==> src/rtl/sorted_insert_writer.sv <==
// Insertion writer for an ascending RAM table: shifts larger entries up one slot
// from the top, then writes the new value into the gap. start/done handshake.
module sorted_insert_writer #(
    parameter int unsigned DATA_W = 8,
    parameter int unsigned ADDR_W = 5,
    parameter int unsigned DEPTH  = 32
) (
    input  logic              clk,
    input  logic              reset,
    input  logic              start,
    input  logic              clear,
    input  logic [DATA_W-1:0] data_in,
    input  logic [DATA_W-1:0] mem_rdata,
    output logic [ADDR_W-1:0] mem_addr,
    output logic [DATA_W-1:0] mem_wdata,
    output logic              mem_we,
    output logic [ADDR_W:0]   count,
    output logic              full,
    output logic              done,
    output logic              rejected
);

    localparam int unsigned CNT_W = ADDR_W + 1;

    typedef enum logic [2:0] {
        S_IDLE,
        S_READ,
        S_WAIT,
        S_CMP,
        S_WRITE,
        S_DONE
    } state_e;

    state_e            state_q, state_d;
    logic [DATA_W-1:0] val_q, val_d;
    logic [CNT_W-1:0]  idx_q, idx_d;
    logic [CNT_W-1:0]  count_q, count_d;
    logic              full_q, full_d;
    logic [ADDR_W-1:0] addr_q, addr_d;
    logic [DATA_W-1:0] wdata_q, wdata_d;
    logic              we_q, we_d;
    logic              done_q, done_d;
    logic              rej_q, rej_d;

    // State and registered-output register bank
    always_ff @(posedge clk or negedge reset) begin
        if (!reset) begin
            state_q <= S_IDLE;
            val_q   <= '0;
            idx_q   <= '0;
            count_q <= '0;
            full_q  <= 1'b0;
            addr_q  <= '0;
            wdata_q <= '0;
            we_q    <= 1'b0;
            done_q  <= 1'b0;
            rej_q   <= 1'b0;
        end else begin
            state_q <= state_d;
            val_q   <= val_d;
            idx_q   <= idx_d;
            count_q <= count_d;
            full_q  <= full_d;
            addr_q  <= addr_d;
            wdata_q <= wdata_d;
            we_q    <= we_d;
            done_q  <= done_d;
            rej_q   <= rej_d;
        end
    end

    // Next-state and next-output decode; each state's outputs appear the cycle after it
    always_comb begin
        state_d = state_q;
        val_d   = val_q;
        idx_d   = idx_q;
        count_d = count_q;
        addr_d  = addr_q;
        wdata_d = wdata_q;
        rej_d   = rej_q;
        we_d    = 1'b0;
        done_d  = 1'b0;

        unique case (state_q)
            S_IDLE: begin
                if (clear) begin
                    count_d = '0;
                end else if (start) begin
                    if (full_q) begin
                        rej_d   = 1'b1;
                        state_d = S_DONE;
                    end else begin
                        rej_d   = 1'b0;
                        val_d   = data_in;
                        idx_d   = count_q;
                        state_d = (count_q == '0) ? S_WRITE : S_READ;
                    end
                end
            end
            S_READ: begin
                addr_d  = ADDR_W'(idx_q - CNT_W'(1));
                state_d = S_WAIT;
            end
            S_WAIT: begin
                state_d = S_CMP;
            end
            S_CMP: begin
                // Strict compare: equal entries stay below, keeping inserts stable
                if (mem_rdata > val_q) begin
                    we_d    = 1'b1;
                    addr_d  = ADDR_W'(idx_q);
                    wdata_d = mem_rdata;
                    idx_d   = idx_q - CNT_W'(1);
                    state_d = (idx_q == CNT_W'(1)) ? S_WRITE : S_READ;
                end else begin
                    state_d = S_WRITE;
                end
            end
            S_WRITE: begin
                we_d    = 1'b1;
                addr_d  = ADDR_W'(idx_q);
                wdata_d = val_q;
                count_d = count_q + CNT_W'(1);
                state_d = S_DONE;
            end
            S_DONE: begin
                if (start) begin
                    done_d = 1'b1;
                end else begin
                    rej_d   = 1'b0;
                    state_d = S_IDLE;
                end
            end
            default: begin
                state_d = S_IDLE;
            end
        endcase

        full_d = (count_d == CNT_W'(DEPTH));
    end

    assign mem_addr  = addr_q;
    assign mem_wdata = wdata_q;
    assign mem_we    = we_q;
    assign count     = count_q;
    assign full      = full_q;
    assign done      = done_q;
    assign rejected  = rej_q;

endmodule

==> config.mk <==
export PLATFORM = sky130hd
export DESIGN_NAME = sorted_insert_writer
export DESIGN_NICKNAME = d
export VERILOG_FILES = /design/src/rtl/sorted_insert_writer.sv
export SDC_FILE = /design/constraint.sdc
export NUM_CORES = 1
export LEC_CHECK = 0
export BUFFER_PORTS_ARGS = -buffer_cell sky130_fd_sc_hd__buf_2
export CAP_MARGIN = 20
export CORE_UTILIZATION = 51
export CTS_BUF_LIST = sky130_fd_sc_hd__clkbuf_8
export DETAILED_ROUTE_END_ITERATION = 10
export HOLD_SLACK_MARGIN = 0.15
export PLACE_DENSITY_LB_ADDON = 0.25
export SKIP_CTS_REPAIR_TIMING = 1
export SLEW_MARGIN = 20
export SYNTH_ARGS = -nofsm -noshare
export SYNTH_HDL_FRONTEND = slang
export SYNTH_SLANG_ARGS = --single-unit
==> constraint.sdc <==
create_clock -name clk -period 2.3 [get_ports clk]
set_input_delay 0.345 -clock clk [delete_from_list [all_inputs] [get_ports clk]]
set_output_delay 0.345 -clock clk [all_outputs]
set_load 0.01 [all_outputs]
# Word-level counts from Yosys, hierarchy flattened
# Cells that the tools add are included.
# word_totals
input_bits	20
ff_bits	40
# op_classes
muxes	28
eq_ne	12
order_cmp	1
bitwise_logic	2
addsub	2
n_reduce_logical	12
# ops
cell	n
$mux 6	5
$pmux 6 s2	2
$mux 3	7
$pmux 3 s6	1
$pmux 8 s2	1
$pmux 5 s3	1
$ne 2x2->1 const B	5
$gt 8x8->1	1
$mux 8	1
$reduce_and 4->1	2
$mux 1	7
$add 6x1->6 const B	1
$eq 3x2->1 const B	2
$eq 3x3->1 const B	2
$eq 6x1->1 const B	1
$eq 6x6->1 const B	1
$logic_not 6->1	1
$reduce_bool 2->1	3
$sub 6x1->6 const B	1
$mux 5	1
$reduce_and 5->1	1
$pmux 1 s2	2
$reduce_and 2->1	2
$eq 3x1->1 const B	1
4 further kinds	5

# Depth between registers and ports, before layout
# logic_depth
ltp_word	6
ltp_mapped	9
ltp_nobuf	8

# Least setup slack after synthesis
# OpenSTA, ideal clock, no wires.
# synth_timing
path_kind	reg2reg
startpoint	register val_q[1]
endpoint	register addr_q[1] (netlist: mem_addr[1])
setup_slack_ns	0.412
path_buffers	0
arrival_ns	1.764
t_required_ns	2.175
stages_incl_launch_ff	9
synth_period_minus_slack_ns	1.888
path_cell_list	dfrtp_1 -> inv_1 -> ha_1 -> nor2b_1 -> o211ai_1 -> a21oi_1 -> o22ai_1 -> a21oi_2 -> mux2_2
# synth_via
elab_chain_cells	3
# synth_lines
element	line	source
from (decl)	35	logic [DATA_W-1:0] val_q, val_d;
from (signal assigned)	60	val_q <= val_d;
$gt 8x8->1	109	if (mem_rdata > val_q) begin
$ne 2x2->1 (no line)	n/a	
$reduce_and 2->1 (no line)	n/a	
to (signal assigned)	64	addr_q <= addr_d;
to (decl)	39	logic [ADDR_W-1:0] addr_q, addr_d;
# No other way between the ends.
# A chain may end at the register's enable or synchronous reset.

# Worst setup path after layout
# layout_timing
startpoint	register val_q[1]
endpoint	register addr_q[3] (netlist: mem_addr[3])
# The elaborated chain is that of the path after synthesis.

==> flow_metrics.env <==
export IMPL_place_gp_congestion=0.8265
export IMPL_critPathBufInv=1
export IMPL_clkLatencyLatePin_ps=290
export IMPL_grt_max_degree=41
export IMPL_clockBufferDepth=2
export IMPL_core_um2=4144
export IMPL_maxCapViolCount=0
export IMPL_grt_overflow=0
export IMPL_place_inst=339
export IMPL_syn_avg_cell_area_um2=9.100
export IMPL_drive_gt1_frac=0.2323
export IMPL_critPathLaunch="val_q[1]"
export IMPL_cts_tree="yes"
export IMPL_endpoint="mem_addr[3]"
export IMPL_period_share=0.9057
export IMPL_status="finished, final reports clean"
export IMPL_fillers=369
export IMPL_synthAdderAreaFrac=0.06626
export IMPL_die_w_um=68.66
export IMPL_rsz0062_at_grt="false"
export IMPL_cp_common_cell="a21oi_2"
export IMPL_slowest_delay_ps=370
export IMPL_wl_um=4841
export IMPL_place_area_um2=2547
export IMPL_r2r_end="mem_addr[3]"
export IMPL_num_rows=23
export IMPL_yosysMostFrequentCell="dfrtp_1"
export IMPL_synth_area_leaders="dfrtp_1, ha_1, nand2_1"
export IMPL_synth_flop_cell="dfrtp_1"
export IMPL_drtPass1Iterations=4
export IMPL_irDropWorstVdd_v=0.0005557
export IMPL_crit_arrival_ps=2260
export IMPL_timing_rr_start="val_q[1]"
export IMPL_syn_nets=281
export IMPL_combinationalPowerShare=0.485
export IMPL_cp_start_kind="flop"
export IMPL_stdcell_count=347
export IMPL_fin_setup_tns_ps=0
export IMPL_slew_violations=0
export IMPL_path_max_fanout=5
export IMPL_drc_errors=0
export IMPL_p_leak_uw=0.001356
export IMPL_cp_depth=8
export IMPL_ioPinCount=43
export IMPL_drtAntennaViolNets=0
export IMPL_switching_share=0.4131
export IMPL_critical_path_class="reg2reg"
export IMPL_h_tree_depth=2
export IMPL_tightestPinTransition_ps=892.0
export IMPL_clk_pin_slew_ps=80
export IMPL_synth_xor_xnor_area_share=0.01160
export IMPL_areaGrowthSynthToFinish_pct=16.57
export IMPL_rrSetupSlack_ps=220
export IMPL_grt_pass1_wl_um=7886
export IMPL_drtIter0Drc=111
export IMPL_synth_commonest_cells="dfrtp_1, nand2_1, o21ai_0, inv_1, nor2_1"
export IMPL_dp_hpwl_um=3553
export IMPL_holdWs_ps=175.1
export IMPL_cts_root_buf="clkbuf_8"
export IMPL_synth_compound_area_frac=0.1629
export IMPL_grtUsageTotal=0.2273
export IMPL_fin_crit_ps=2083
export IMPL_fin_util=0.6374
export IMPL_yosys_warnings=0
export IMPL_p_sw_uw=1353
export IMPL_synth_top_area_cell="dfrtp_1"
export IMPL_antenna_cells=0
export IMPL_synth_top_area_frac=0.4417
export IMPL_via_per_inst=5.550
export IMPL_port_buffers=42
export IMPL_reg2reg_depth=8
export IMPL_synth_edf_count=0
export IMPL_critPathTopFamily="compound AO/OA/AOI/OAI gates"
export IMPL_start_util=0.5468
export IMPL_cts_made_buffers=5
export IMPL_yosys_area_share_simple=0.1800
export IMPL_skew_ps=6.815
export IMPL_antenna_found_initial=0
export IMPL_synth_top_family_by_area="simple AND/OR/NAND/NOR gates"
export IMPL_required_ps=2480
export IMPL_crit_slowest_cell="mux2_2"
export IMPL_pwr_share_clk=0.144
export IMPL_end_kind="flop"
export IMPL_cts_sinks=40
export IMPL_intPower_uw=1922
export IMPL_wire_per_inst_um=13.95
export IMPL_p_seq_frac=0.371
export IMPL_fin_nets=328
export IMPL_syn_cell_area_um2=2266
export IMPL_report_final_setup_viol=0
export IMPL_seq_area_frac_synth=0.4417
export IMPL_min_path_type="in2async"
export IMPL_cellPowerDensity_nw_per_um2=1240
export IMPL_ys_types=43
export IMPL_stdcell_area_um2=2641
export IMPL_fmax_mhz=480.0
export IMPL_num_vias=1926
export IMPL_ys_seq_elements=40
export IMPL_die_h_um=68.66
export IMPL_synthArstFlopShare=1.000
export IMPL_netlist_instances=249
export IMPL_slew_headroom=0.4053
export IMPL_synthMuxAreaShare=0.07841
export IMPL_finalHoldViolCount=0
export IMPL_cp_cell_sequence="inv_1 > ha_1 > nor2b_1 > o211ai_1 > a21oi_2 > o22ai_1 > a21oi_2 > mux2_2"
export IMPL_die_area_um2=4714
export IMPL_grt_pass1_vias=1777
==> logic make-up (layout without fill, tap and decap cells) <==
| logic type | count (synthesis) | after routing |
|---|---|---|
| compound gates | 61 | 61 |
| xor+xnor | 3 | 3 |
| fa+ha+maj | 12 | 12 |
| simple gates | 87 | 87 |
| buf+inv | 29 | 77 |
| mux | 17 | 17 |
| flops | 40 | 40 |
==> worst min path at each step <==
stage,depth (start not counted),endpoint,slack (ps)
after global placement,2,mem_wdata[4],460
after CTS,1,mem_wdata[3],210
after global routing,1,mem_wdata[3],250
after floorplan,0,count[0],50
after detailed placement,2,mem_wdata[4],470
final,1,mem_wdata[3],180
==> flip-flops by register name, summed over array words and instances, names as in the netlist <==
register   count
mem_wdata      8
val_q          8
count          6
idx_q          6
mem_addr       5
state_q        3
done           1
full           1
mem_we         1
rejected       1
==> layout make-up <==
| class | instances | area (um2) | area share |
|---|---|---|---|
| Clock inverter | 2 | 7.507 | 0.002842 |
| Clock buffer | 6 | 82.58 | 0.03126 |
| Sequential cell | 40 | 1001 | 0.3790 |
| Tap cell | 50 | 62.56 | 0.02369 |
| Timing Repair Buffer | 52 | 285.3 | 0.1080 |
| Multi-Input combinational cell | 180 | 1139 | 0.4311 |
| Inverter | 17 | 63.81 | 0.02416 |
==> power by group through the flow <==
stage / Sequential, uW / Clock, uW / Combinational [uW]
after floorplan: 1240 / 0 / 1100
after global placement: 1220 / 0 / 1540
after detailed placement: 1230 / 0 / 1570
after CTS: 1210 / 475 / 1590
after global routing: 1260 / 513 / 1790
final: 1210 / 471 / 1590
==> per-layer routing <==
| layer | vias up | global-route usage | part of all wire |
|---|---|---|---|
| met2 | 37 | 0.3738 | 0.47 |
| li1 | 961 | - | - |
| met5 | - | 0 | 0 |
| met3 | 7 | 0.04934 | 0.036 |
| met4 | 0 | 0.05469 | 0.010 |
| met1 | 921 | 0.3030 | 0.49 |
==> metrics by stage <==
| step | setup slack (ps) | power [uW] |
|---|---|---|
| floorplan | 411.7 | 2345 |
| global placement | 149.5 | 2754 |
| detailed placement | 61.53 | 2800 |
| CTS | 124.3 | 3275 |
| global route | 60.00 | 3559 |
| finish | 216.8 | 3274 |
==> cells in the final DEF (no fill, tap or decap), types with 3 or more instances in the layout <==
master    count
nand3_1       4
clkbuf_8      6
xnor2_1       3
mux2i_1      11
inv_1        19
ha_1         12
and3_1        4
dfrtp_1      40
a22o_1        5
buf_4        10
buf_2        42
o22ai_1       6
a21oi_1      14
nor2_1       17
nand2b_1      5
nor3_1        6
o21ai_0      20
mux2_2        6
nand2_1      37
Note: power is estimated with default switching activity, not from simulation.
